## config.mk

```make
export PLATFORM = sky130hd
export DESIGN_NAME = sync_fifo_param_flat
export DESIGN_NICKNAME = d
export VERILOG_FILES = /design/src/rtl/sync_fifo_param_pkg.sv /design/src/rtl/sync_fifo_param_if.sv /design/src/rtl/sync_fifo_param_wrap_ptr.sv /design/src/rtl/sync_fifo_param.sv /design/src/flat_wrapper.sv
export SDC_FILE = /design/constraint.sdc
export NUM_CORES = 1
export LEC_CHECK = 0
export ABC_AREA = 1
export CAP_MARGIN = 10
export CORE_MARGIN = 2
export CORE_UTILIZATION = 35
export DETAILED_ROUTE_END_ITERATION = 16
export DONT_BUFFER_PORTS = 1
export PLACE_DENSITY_LB_ADDON = 0.25
export SETUP_SLACK_MARGIN = 0.5
export SLEW_MARGIN = 20
export SYNTH_ARGS = -nofsm -noshare
export SYNTH_HDL_FRONTEND = slang
export SYNTH_SLANG_ARGS = --single-unit
```

## constraint.sdc

```tcl
create_clock -name clk -period 3.7 [get_ports clk]
set_input_delay 0.37 -clock clk [delete_from_list [all_inputs] [get_ports clk]]
set_output_delay 0.37 -clock clk [all_outputs]
set_load 0.02 [all_outputs]
```

## src/rtl/sync_fifo_param_pkg.sv

```systemverilog
// Shared definitions for the parametrised synchronous FIFO.
package sync_fifo_param_pkg;

  localparam int unsigned DEFAULT_DATA_W = 4;
  localparam int unsigned DEFAULT_DEPTH  = 4;

  // Accepted-operation encoding {push_ok, pop_ok} used by the occupancy update.
  typedef enum logic [1:0] {
    OP_IDLE = 2'b00,
    OP_POP  = 2'b01,
    OP_PUSH = 2'b10,
    OP_BOTH = 2'b11
  } fifo_op_e;

  // Ceiling log2; clog2(1) = 0, clog2(5) = 3.
  function automatic int unsigned clog2(input int unsigned n);
    int unsigned r;
    r = 0;
    for (int unsigned i = 0; i < 32; i++) begin
      if ((64'd1 << i) < 64'(n)) r = i + 1;
    end
    return r;
  endfunction

endpackage

```

## src/rtl/sync_fifo_param_if.sv

```systemverilog
// Producer/consumer handshake bundle for sync_fifo_param.
interface sync_fifo_param_if
  import sync_fifo_param_pkg::*;
#(
  parameter int unsigned DATA_W = DEFAULT_DATA_W,
  parameter int unsigned DEPTH  = DEFAULT_DEPTH
);

  localparam int unsigned CNT_W = clog2(DEPTH + 1);

  logic [DATA_W-1:0] data_in;
  logic              push;
  logic              pop;
  logic              clr_err;
  logic [DATA_W-1:0] data_out;
  logic              fifo_empty;
  logic              fifo_full;
  logic              almost_empty;
  logic              almost_full;
  logic [CNT_W-1:0]  count;
  logic              overflow;
  logic              underflow;

  // Client side: drives requests, observes status.
  modport master (
    output data_in, push, pop, clr_err,
    input  data_out, fifo_empty, fifo_full, almost_empty, almost_full,
           count, overflow, underflow
  );

  // FIFO side.
  modport slave (
    input  data_in, push, pop, clr_err,
    output data_out, fifo_empty, fifo_full, almost_empty, almost_full,
           count, overflow, underflow
  );

endinterface

```

## src/rtl/sync_fifo_param_wrap_ptr.sv

```systemverilog
// DEPTH-modulo pointer: counts 0..DEPTH-1 and wraps by explicit compare.
module sync_fifo_param_wrap_ptr
  import sync_fifo_param_pkg::*;
#(
  parameter int unsigned DEPTH = DEFAULT_DEPTH,
  localparam int unsigned PTR_W = clog2(DEPTH)
) (
  input  logic             clk,
  input  logic             reset,
  input  logic             inc_i,
  output logic [PTR_W-1:0] ptr_o
);

  logic [PTR_W-1:0] ptr_q;
  logic [PTR_W-1:0] ptr_d;

  // Next pointer: hold, or advance with wrap at DEPTH-1.
  always_comb begin
    ptr_d = ptr_q;
    if (inc_i) begin
      if (ptr_q == PTR_W'(DEPTH - 1)) ptr_d = '0;
      else                            ptr_d = ptr_q + PTR_W'(1);
    end
  end

  // Pointer register with synchronous reset.
  always_ff @(posedge clk) begin
    if (reset) ptr_q <= '0;
    else       ptr_q <= ptr_d;
  end

  assign ptr_o = ptr_q;

endmodule

```

## src/rtl/sync_fifo_param.sv

```systemverilog
// Single-clock circular FIFO with show-ahead read, occupancy count,
// almost-full/empty thresholds and sticky overflow/underflow flags.
module sync_fifo_param
  import sync_fifo_param_pkg::*;
#(
  parameter int unsigned DATA_W   = DEFAULT_DATA_W,
  parameter int unsigned DEPTH    = DEFAULT_DEPTH,
  parameter int unsigned AF_LEVEL = DEPTH - 1,
  parameter int unsigned AE_LEVEL = 1
) (
  input  logic              clk,
  input  logic              reset,
  sync_fifo_param_if.slave  bus
);

  localparam int unsigned CNT_W = clog2(DEPTH + 1);
  localparam int unsigned PTR_W = clog2(DEPTH);

  // Elaboration-time parameter sanity.
  if (DATA_W < 1) begin : g_bad_data_w
    $error("sync_fifo_param: DATA_W must be >= 1");
  end
  if (DEPTH < 2) begin : g_bad_depth
    $error("sync_fifo_param: DEPTH must be >= 2");
  end

  logic [DATA_W-1:0] mem_q [DEPTH];

  logic [PTR_W-1:0] wr_ptr;
  logic [PTR_W-1:0] rd_ptr;

  logic [CNT_W-1:0] count_q;
  logic [CNT_W-1:0] count_d;
  logic             empty_q,     empty_d;
  logic             full_q,      full_d;
  logic             aempty_q,    aempty_d;
  logic             afull_q,     afull_d;
  logic             overflow_q,  overflow_d;
  logic             underflow_q, underflow_d;

  logic     push_ok;
  logic     pop_ok;
  fifo_op_e op;

  // Accept decisions, next occupancy and next-state status flags.
  always_comb begin
    push_ok     = bus.push & (~full_q | bus.pop);
    pop_ok      = bus.pop & ~empty_q;
    op          = fifo_op_e'({push_ok, pop_ok});
    count_d     = count_q;
    case (op)
      OP_PUSH: count_d = count_q + CNT_W'(1);
      OP_POP:  count_d = count_q - CNT_W'(1);
      default: count_d = count_q;
    endcase
    empty_d     = (count_d == '0);
    full_d      = (count_d == CNT_W'(DEPTH));
    aempty_d    = (count_d <= CNT_W'(AE_LEVEL));
    afull_d     = (count_d >= CNT_W'(AF_LEVEL));
    // A new error event in the clearing cycle keeps the flag set.
    overflow_d  = (overflow_q & ~bus.clr_err) | (bus.push & full_q & ~bus.pop);
    underflow_d = (underflow_q & ~bus.clr_err) | (bus.pop & empty_q);
  end

  // Write and read pointers.
  sync_fifo_param_wrap_ptr #(.DEPTH(DEPTH)) u_wr_ptr (
    .clk   (clk),
    .reset (reset),
    .inc_i (push_ok),
    .ptr_o (wr_ptr)
  );

  sync_fifo_param_wrap_ptr #(.DEPTH(DEPTH)) u_rd_ptr (
    .clk   (clk),
    .reset (reset),
    .inc_i (pop_ok),
    .ptr_o (rd_ptr)
  );

  // Storage write; contents survive reset, but reset blocks a same-cycle push.
  always_ff @(posedge clk) begin
    if (!reset && push_ok) mem_q[wr_ptr] <= bus.data_in;
  end

  // Occupancy and status registers.
  always_ff @(posedge clk) begin
    if (reset) begin
      count_q     <= '0;
      empty_q     <= 1'b1;
      full_q      <= 1'b0;
      aempty_q    <= 1'b1;
      afull_q     <= (AF_LEVEL == 0);
      overflow_q  <= 1'b0;
      underflow_q <= 1'b0;
    end else begin
      count_q     <= count_d;
      empty_q     <= empty_d;
      full_q      <= full_d;
      aempty_q    <= aempty_d;
      afull_q     <= afull_d;
      overflow_q  <= overflow_d;
      underflow_q <= underflow_d;
    end
  end

  // Show-ahead head word straight from storage; status from registers.
  assign bus.data_out     = mem_q[rd_ptr];
  assign bus.count        = count_q;
  assign bus.fifo_empty   = empty_q;
  assign bus.fifo_full    = full_q;
  assign bus.almost_empty = aempty_q;
  assign bus.almost_full  = afull_q;
  assign bus.overflow     = overflow_q;
  assign bus.underflow    = underflow_q;

endmodule
```

## src/flat_wrapper.sv

```systemverilog
// flat-port wrapper written by rule: the top's interface ports become plain ports
module sync_fifo_param_flat import sync_fifo_param_pkg::*;
#(
  parameter int unsigned DATA_W   = DEFAULT_DATA_W,
  parameter int unsigned DEPTH    = DEFAULT_DEPTH,
  parameter int unsigned AF_LEVEL = DEPTH - 1,
  parameter int unsigned AE_LEVEL = 1
)
  (clk, reset, bus_data_in, bus_push, bus_pop, bus_clr_err, bus_data_out, bus_fifo_empty, bus_fifo_full, bus_almost_empty, bus_almost_full, bus_count, bus_overflow, bus_underflow);
  sync_fifo_param_if #(.DATA_W(DATA_W), .DEPTH(DEPTH)) bus_i ();
  input  logic clk;
  input  logic reset;
  input wire logic [$bits(bus_i.data_in)-1:0] bus_data_in;
  input wire logic [$bits(bus_i.push)-1:0] bus_push;
  input wire logic [$bits(bus_i.pop)-1:0] bus_pop;
  input wire logic [$bits(bus_i.clr_err)-1:0] bus_clr_err;
  output wire logic [$bits(bus_i.data_out)-1:0] bus_data_out;
  output wire logic [$bits(bus_i.fifo_empty)-1:0] bus_fifo_empty;
  output wire logic [$bits(bus_i.fifo_full)-1:0] bus_fifo_full;
  output wire logic [$bits(bus_i.almost_empty)-1:0] bus_almost_empty;
  output wire logic [$bits(bus_i.almost_full)-1:0] bus_almost_full;
  output wire logic [$bits(bus_i.count)-1:0] bus_count;
  output wire logic [$bits(bus_i.overflow)-1:0] bus_overflow;
  output wire logic [$bits(bus_i.underflow)-1:0] bus_underflow;
  assign bus_i.data_in = bus_data_in;
  assign bus_i.push = bus_push;
  assign bus_i.pop = bus_pop;
  assign bus_i.clr_err = bus_clr_err;
  assign bus_data_out = bus_i.data_out;
  assign bus_fifo_empty = bus_i.fifo_empty;
  assign bus_fifo_full = bus_i.fifo_full;
  assign bus_almost_empty = bus_i.almost_empty;
  assign bus_almost_full = bus_i.almost_full;
  assign bus_count = bus_i.count;
  assign bus_overflow = bus_i.overflow;
  assign bus_underflow = bus_i.underflow;
  sync_fifo_param #(.DATA_W(DATA_W), .DEPTH(DEPTH), .AF_LEVEL(AF_LEVEL), .AE_LEVEL(AE_LEVEL)) u_core (.clk(clk), .reset(reset), .bus(bus_i));
endmodule
```

==> results of run 1 <==
cell usage after synthesis:
cell type,instances,share of area [%]
a21oi_1,4,1.5
buf_2,1,0.38
dfxtp_1,15,23
edfxtp_1,16,36
fa_1,1,1.5
ha_1,6,5.7
inv_1,15,4.2
inv_2,5,1.4
nand2_1,13,3.7
nand2_2,3,1.4
nand2_4,3,2.5
nand3_1,4,1.5
nand3_2,2,1.5
nand4_1,2,0.94
nor2_1,15,4.2
nor2_2,1,0.47
nor2_4,3,2.5
nor3_1,1,0.38
o211a_1,1,0.75
o21ai_0,11,4.2
o21ai_1,1,0.38
o22ai_1,4,1.9
logic make-up (layout without fill, tap and decap cells):
kind of cell | count (synthesis) | in the layout | synth area share [%]
AOI/OAI and AO/OA | 21 | 21 | 8.68
buffers and inverters | 21 | 28 | 6.04
and+or+nand+nor | 47 | 47 | 19.2
DFF | 31 | 31 | 58.9
adders and majority gates | 7 | 7 | 7.17
worst register-to-register path, stage by stage, from the launching register on:
cell and delay [ns]:
dfxtp_1 0.48, nand2_2 0.11, nand2_2 0.11, ha_1 0.22, fa_1 0.47, nand2_4 0.10, nand2_4 0.06, inv_2 0.07
nor2_4 0.03, nand2_1 0.05, nand2_1 0.04
per-layer routing:
metal  vias up  track usage, %  part of all wire (%)
met4         0            6.25                   2.1
met3         5            6.51                   9.7
met2        31            19.6                    49
li1        432               -                     -
met1       390            12.6                    39
met5         -               0                     0
path summary, 6_finish.rpt:
kind	startpoint	endpoint	cells past startpoint
hold reg to reg	u_core.u_wr_ptr.ptr_o[1]	u_core.u_wr_ptr.ptr_o[1]	2
setup / recovery	u_core.bus.fifo_full	u_core.bus.almost_full	10
setup reg to reg	u_core.bus.fifo_full	u_core.bus.almost_full	10
hold / removal	reset	u_core.bus.count[1]	1
sequential cells by signal, summed over array words and instances (netlist names), named ones only:
name / cells
u_core.bus.count: 3
u_core.bus.overflow: 1
u_core.bus.underflow: 1
u_core.mem_q: 16
u_core.bus.almost_empty: 1
u_core.bus.fifo_full: 1
u_core.bus.almost_full: 1
u_core.u_wr_ptr.ptr_o: 2
u_core.u_rd_ptr.ptr_o: 2
u_core.bus.fifo_empty: 1
area by class of cell:
type,instances,share of cell area [%]
Multi-Input combinational cell,75,31.8
Inverter,20,5.12
Clock buffer,5,4.70
Clock inverter,3,1.02
Sequential cell,31,53.3
Tap cell,48,4.10
power groups by stage:
stage	Combinational, mW	Clock [mW]	Sequential [mW]
floorplan	0.146	0	0.443
global placement	0.161	0	0.453
detailed placement	0.165	0	0.453
CTS	0.166	0.258	0.446
global route	0.185	0.277	0.451
finish	0.163	0.250	0.445
==> results.tsv, run 1 <==
stage	metric	value	unit
clocking	numClockSinks	31	
place	gp_congestion	0.865	
power_and_ir_drop	p_switching	280	uW
clocking	clock_latency	0.28	ns
global_routing	grt_pass1_wl	3750	um
critical_path	timing_worst_setup_path_type	reg2reg	
clocking	cts_tree	yes	
power_and_ir_drop	intPower	578	uW
clocking	cts_max_path_buffers	2	
detailed_routing	drt_iter0_markers	46	
power_and_ir_drop	p_clk_share	29.1	%
detailed_routing	drtPass1Iterations	4	
power_and_ir_drop	totalPowerFinal	858	uW
place	dp_worst_setup_slack	1.85	ns
detailed_routing	final_antenna_net_count	0	
timing	setup_viol	0	
floorplan	die_x	65.6	um
critical_path	crit_required	3.88	ns
critical_path	rrSetupSlack	1.86	ns
critical_path	cpPeakStageDelay	0.48	ns
timing	hold_violations	0	
layout	final_core_util	40.0	%
critical_path	cp.arrival	2.03	ns
floorplan	dieArea	4300	um2
timing	setup_ws	1.86	ns
timing	slew_viol_final	0	
layout	final_common_cell	edfxtp_1	
timing	period_minus_slack	1.84	ns
floorplan	die_h	65.6	um
synth	syn_inst	127	
clocking	cts_setup_buffers	0	
critical_path	crit_path_end_kind	register	
status	status	finished, final reports clean	
place	dpl_cell_area	1380	um2
critical_path	crit_path_start_kind	register	
clocking	hold_buffers	0	
global_routing	grt_max_degree	11	
global_routing	grt_overflow	0	
layout	fin_nets	149	
critical_path	cp_top_family	adder cells	
clocking	clk_pin_slew_worst_paths	0.07	ns
detailed_routing	drc_errors	0	
detailed_routing	drt-total-wl	2190	um
timing	max_freq	542	MHz
global_routing	grt_use_total	12.1	%
floorplan	initial_utilization	36.2	%
layout	area_growth	10.5	%
clocking	htreeDepth	2	
timing	worstMarginPinSlew	0.493	ns
power_and_ir_drop	leakagePower	0.583	nW
layout	n_antenna_cell	0	
synth	synth_nets	143	
detailed_routing	wl_per_cell	12.0	um
layout	finalInstanceArea	1470	um2
place	dp.final_hpwl	1640	um
global_routing	antenna_found_initial	0	
layout	n_fill_cell	355	
critical_path	crit_chain	nand2_2, nand2_2, ha_1, fa_1, nand2_4, nand2_4, inv_2, nor2_4, nand2_1, nand2_1	
clocking	cts_resized	0	
timing	grt_setup_unrepaired	no	
critical_path	slowest_stage	dfxtp_1	
critical_path	worstPathMaxFanout	5	
synth	synth_area	1330	um2
timing	holdWs	0.146	ns
power_and_ir_drop	power_frac_seq	51.9	%
timing	finalCritPeriodShare	49.9	%
place	place_inst	174	
timing	slew_headroom	67.6	%
detailed_routing	vias_per_cell	4.71	
clocking	numCtsBuffers	5	
power_and_ir_drop	p_comb_share	19.0	%
detailed_routing	via_count	858	
min_path	min_path_type	in2reg	
layout	regArea	781	um2
layout	multiInputGateArea	465	um2
power_and_ir_drop	power_density	586	nW/um2
synth	synth_cell_types	22	
layout	fin_cells	182	
floorplan	core-area	3660	um2
synth	avgSynthCellArea	10.4	um2
timing	fin_worst_skew	0.00614	ns
floorplan	core.rowCount	22	
layout	mostFrequentLayoutCells	edfxtp_1, nor2_1, inv_1, dfxtp_1, nand2_1	
power_and_ir_drop	switching_share	32.6	%
place	portBuffers	0	
flow_run	maxCapViolCount	0	
clocking	clockRootBuffer	clkbuf_8	
synth	synth-seq-area-share	58.9	%
global_routing	grt_pass1_vias	853	
layout	drive_above_1_share	17.2	%
power_and_ir_drop	ir_drop	0.000336	V
timing	setup_tns	0	ns
critical_path	critPathBufInv	1	
floorplan	io_pins	22	
synth	ys_ff_latch	31	
synth	ys_warn_count	0	
No activity file was read; power rests on OpenSTA's default activity.
==> inputs of run 2 (changes only) <==
==> constraint.sdc (replaced) <==
create_clock -name clk -period 1.9 [get_ports clk]
set_input_delay 0.19 -clock clk [delete_from_list [all_inputs] [get_ports clk]]
set_output_delay 0.19 -clock clk [all_outputs]
set_load 0.02 [all_outputs]
==> results.tsv, run 2 (synthesis results as in run 1) <==
stage	metric	value	unit
place	portBuffers	0	
timing	period_minus_slack	1.61	ns
critical_path	cp.arrival	1.84	ns
critical_path	crit_required	2.13	ns
power_and_ir_drop	power_density	1070	nW/um2
detailed_routing	drt_iter0_markers	12	
floorplan	core-area	3660	um2
place	gp_congestion	0.788	
floorplan	die_h	65.6	um
timing	holdWs	-0.0302	ns
global_routing	grt_pass1_vias	922	
detailed_routing	via_count	881	
timing	fin_worst_skew	0.00497	ns
clocking	hold_buffers	6	
clocking	cts_max_path_buffers	2	
power_and_ir_drop	power_frac_seq	49.8	%
timing	slew_viol_final	0	
layout	final_common_cell	edfxtp_1	
layout	largest_reg_flops	16	
timing	setup_tns	0	ns
critical_path	worstPathMaxFanout	3	
clocking	clockRootBuffer	clkbuf_8	
flow_run	maxCapViolCount	0	
power_and_ir_drop	p_switching	569	uW
detailed_routing	vias_per_cell	4.61	
layout	mostFrequentLayoutCells	edfxtp_1, nor2_1, inv_1, nand2_1, dfxtp_1	
timing	max_freq	621	MHz
critical_path	rrSetupSlack	0.29	ns
power_and_ir_drop	leakagePower	0.662	nW
critical_path	timing_worst_setup_path_type	reg2reg	
detailed_routing	final_antenna_net_count	0	
critical_path	cp-startpoint	u_core.bus.fifo_full	
global_routing	grt_pass1_wl	3890	um
power_and_ir_drop	p_comb_share	23.5	%
critical_path	crit_path_start_kind	register	
clocking	clock_latency	0.28	ns
global_routing	grt_max_degree	10	
timing	grt_setup_unrepaired	yes	
timing	finalCritPeriodShare	84.7	%
floorplan	core.rowCount	22	
layout	area_growth	23.4	%
layout	n_antenna_cell	0	
critical_path	crit_path_end_kind	register	
clocking	numCtsBuffers	5	
global_routing	grt_use_total	12.9	%
status	status	complete, but fails checks	
clocking	clk_pin_slew_worst_paths	0.06	ns
floorplan	die_x	65.6	um
detailed_routing	drtPass1Iterations	4	
layout	max_flop_register	u_core.mem_q	
timing	slew_headroom	73.9	%
power_and_ir_drop	p_clk_share	26.7	%
detailed_routing	drc_errors	0	
power_and_ir_drop	intPower	1.17	mW
timing	worstMarginPinSlew	0.390	ns
status	violations	hold timing	
detailed_routing	drt-total-wl	2350	um
power_and_ir_drop	switching_share	32.6	%
clocking	cts_tree	yes	
detailed_routing	wl_per_cell	12.3	um
floorplan	initial_utilization	36.2	%
floorplan	dieArea	4300	um2
floorplan	io_pins	22	
power_and_ir_drop	ir_drop	0.000592	V
place	dp.final_hpwl	1710	um
critical_path	r2r_start	u_core.bus.fifo_full	
timing	setup_viol	0	
layout	final_core_util	44.7	%
layout	fin_nets	159	
min_path	min_path_type	in2reg	
timing	hold_violations	2	
clocking	htreeDepth	2	
min_path	min_from	reset	
global_routing	grt_overflow	0	
layout	drive_above_1_share	31.5	%
clocking	numClockSinks	31	
global_routing	antenna_found_initial	0	
-- run 2: changes by cell type in the layout (fill, tap and decap cells not counted), sizes merged --
cell and delta:
dlygate4sd3 +6, clkinvlp -1, buf +4
-- run 2: final timing paths --
path,endpoint,cells after the start
max reg2reg,u_core.bus.almost_full,10
min,u_core.bus.count[1],1
max,u_core.bus.almost_full,10
min reg2reg,u_core.u_wr_ptr.ptr_o[1],2
-- run 2: timing repair --
action                                  CTS  global route
endpoints found under the setup margin   10            12
resized for setup                        10             8
endpoints found under the hold margin    20             2
pin swaps                                 6             3
setup buffers                             2             1
-- run 2: worst max-delay path: stages (launching register included) --
cell and delay [ns]:
dfxtp_4 0.38, nand2_4 0.09, nand2_4 0.05, ha_4 0.16
fa_2 0.54, nand2_4 0.05, nand2_4 0.08, inv_4 0.04
nor2_4 0.07, nand2_1 0.05, nand2_1 0.05
-- run 2: routing by layer --
metal	vias up	GRT usage [%]	wire length, um
li1	454	-	-
met1	406	13.0	978
met2	14	20.7	1170
met3	7	5.48	125
met4	0	10.4	79
met5	-	0	0
-- run 2: cell type report --
type	instances	area, um2
fill	327	2020
sequential	31	793
multi-input combinational	75	538
timing repair buffer	10	90.1
inverter	20	77.6
clock buffer	5	68.8
tap	48	60.1
clock inverter	2	8.76
-- run 2: power groups by stage --
stage	Combinational, mW	Clock (mW)	Sequential, mW
global route	0.459	0.504	0.877
finish	0.409	0.466	0.868
CTS	0.399	0.479	0.868
detailed placement	0.356	0	0.878
global placement	0.348	0	0.878
floorplan	0.302	0	0.864
-- run 2: metrics by stage --
step | worst slack (ns) | power [mW] | area, um2 | instances
floorplan | 0.288 | 1.17 | 1360 | 127
global placement | 0.227 | 1.23 | 1420 | 175
detailed placement | 0.212 | 1.23 | 1420 | 175
CTS | 0.281 | 1.75 | 1620 | 190
global route | 0.216 | 1.84 | 1640 | 191
finish | 0.291 | 1.74 | 1640 | 191
==> inputs of run 3 (changes only) <==
==> constraint.sdc (replaced) <==
create_clock -name clk -period 1.6 [get_ports clk]
set_input_delay 0.16 -clock clk [delete_from_list [all_inputs] [get_ports clk]]
set_output_delay 0.16 -clock clk [all_outputs]
set_load 0.02 [all_outputs]
==> results.tsv, run 3 (synthesis results as in run 1) <==
stage	metric	value	unit
clocking	cts_max_path_buffers	2	
global_routing	grt_use_total	13.9	%
timing	hold_violations	4	
detailed_routing	final_antenna_net_count	0	
layout	fin_cells	206	
clocking	numClockSinks	31	
status	status	complete, but fails checks	
critical_path	cp_top_family	adder cells	
place	gp_congestion	0.761	
floorplan	initial_utilization	36.2	%
critical_path	rr_endpoint	u_core.bus.almost_full	
critical_path	cpPeakStageDelay	0.55	ns
clocking	clockRootBuffer	clkbuf_8	
clocking	clk_pin_slew_worst_paths	0.06	ns
critical_path	crit_path_start_kind	register	
global_routing	grt_pass1_vias	994	
critical_path	crit_path_frequent_cell	nand2_4	
layout	final_common_cell	edfxtp_1	
place	dpl_cell_area	1490	um2
timing	setup_viol	0	
detailed_routing	drt_iter0_markers	19	
critical_path	worstPathMaxFanout	2	
layout	max_flop_register	u_core.mem_q	
critical_path	crit_path_end_kind	register	
place	dp_worst_setup_slack	-0.0221	ns
layout	largest_reg_flops	16	
timing	finalCritPeriodShare	99.0	%
min_path	min_path_type	in2reg	
detailed_routing	drc_errors	0	
detailed_routing	via_count	968	
floorplan	die_x	65.6	um
timing	worstMarginPinSlew	0.290	ns
timing	fin_worst_skew	0.00585	ns
timing	period_minus_slack	1.58	ns
detailed_routing	vias_per_cell	4.70	
critical_path	r2r_start	u_core.bus.fifo_full	
clocking	cts_tree	yes	
clocking	htreeDepth	2	
global_routing	grt_pass1_wl	4350	um
timing	setup_ws	0.0156	ns
critical_path	crit_chain	nand2_4, nand2_4, ha_4, fa_2, nand2_4, nand2_4, inv_4, nor2_4, nand2_2, nand2_1	
power_and_ir_drop	power_density	1200	nW/um2
timing	holdWs	-0.0648	ns
layout	drive_above_1_share	54.4	%
clocking	hold_buffers	4	
critical_path	rrSetupSlack	0.02	ns
floorplan	dieArea	4300	um2
flow_run	maxCapViolCount	0	
layout	mostFrequentLayoutCells	edfxtp_1, buf_4, nor2_4, inv_1, dfxtp_1	
detailed_routing	wl_per_cell	13.2	um
clocking	numCtsBuffers	5	
critical_path	critical_path.endpoint	u_core.bus.almost_full	
power_and_ir_drop	ir_drop	0.000633	V
floorplan	core.rowCount	22	
place	place_inst	183	
critical_path	crit_required	1.83	ns
critical_path	reg2regPathDepth	10	
floorplan	io_pins	22	
power_and_ir_drop	totalPowerFinal	2.40	mW
layout	final_core_util	54.7	%
global_routing	antenna_found_initial	0	
power_and_ir_drop	leakagePower	0.766	nW
detailed_routing	drtPass1Iterations	4	
clocking	clock_latency	0.28	ns
floorplan	die_h	65.6	um
critical_path	timing_worst_setup_path_type	reg2reg	
critical_path	cp-startpoint	u_core.bus.fifo_full	
timing	setup_tns	0	ns
timing	grt_setup_unrepaired	yes	
floorplan	core-area	3660	um2
status	violations	hold timing	
critical_path	cp.arrival	1.82	ns
layout	area_growth	50.9	%
critical_path	path_depth	10	
layout	fin_nets	173	
place	portBuffers	0	
layout	n_antenna_cell	0	
timing	slew_headroom	80.6	%
timing	max_freq	631	MHz
detailed_routing	drt-total-wl	2730	um
layout	finalInstanceArea	2000	um2
place	dp.final_hpwl	1750	um
critical_path	critPathBufInv	1	
global_routing	grt_max_degree	12	
timing	slew_viol_final	0	
critical_path	slowest_stage	fa_2	
global_routing	grt_overflow	0	
-- run 3: routing by layer --
metal | global-route usage, % | wire, um | vias to the layer above
li1 | - | - | 480
met1 | 15.0 | 1050 | 469
met2 | 24.2 | 1550 | 14
met3 | 4.79 | 88 | 5
met4 | 6.25 | 36 | 0
met5 | 0 | 0 | -
-- run 3: worst min-delay path by stage --
stage / from / end / slack, ns / depth (start not counted)
5_1_grt: reset / u_core.bus.count[0] / -0.08 / 1
6_report: reset / u_core.bus.count[0] / -0.06 / 1
3_3_place_gp: reset / u_core.bus.underflow / 0.23 / 1
2_1_floorplan: reset / u_core.bus.count[1] / 0.23 / 1
3_5_place_dp: reset / u_core.bus.count[1] / 0.23 / 1
4_1_cts: reset / u_core.bus.count[1] / -0.07 / 1
-- run 3: final cells by class --
type / instances / area (um2)
clock inverter: 3 / 20.0
multi-input combinational: 75 / 716
timing repair buffer: 24 / 230
sequential: 31 / 796
tap: 48 / 60.1
inverter: 20 / 111
fill: 294 / 1660
clock buffer: 5 / 68.8
-- run 3: what timing repair did --
action,4_1_cts,5_1_grt
pin swaps,7,12
buffers inserted,8,3
endpoints found under the hold margin,20,4
gates resized for setup,45,34
endpoints found under the setup margin,27,29
-- run 3: worst reg2reg max path, stage by stage, from the launching register on --
cell and delay [ns]:
dfxtp_4 0.35, nand2_4 0.06, nand2_4 0.06, ha_4 0.16
fa_2 0.55, nand2_4 0.05, nand2_4 0.08, inv_4 0.05
nor2_4 0.08, nand2_2 0.05, nand2_1 0.05
-- run 3: power by group --
part           internal (mW)  switching (mW)
Combinational          0.346           0.442
Clock                  0.302           0.298
Sequential             0.918          0.0915
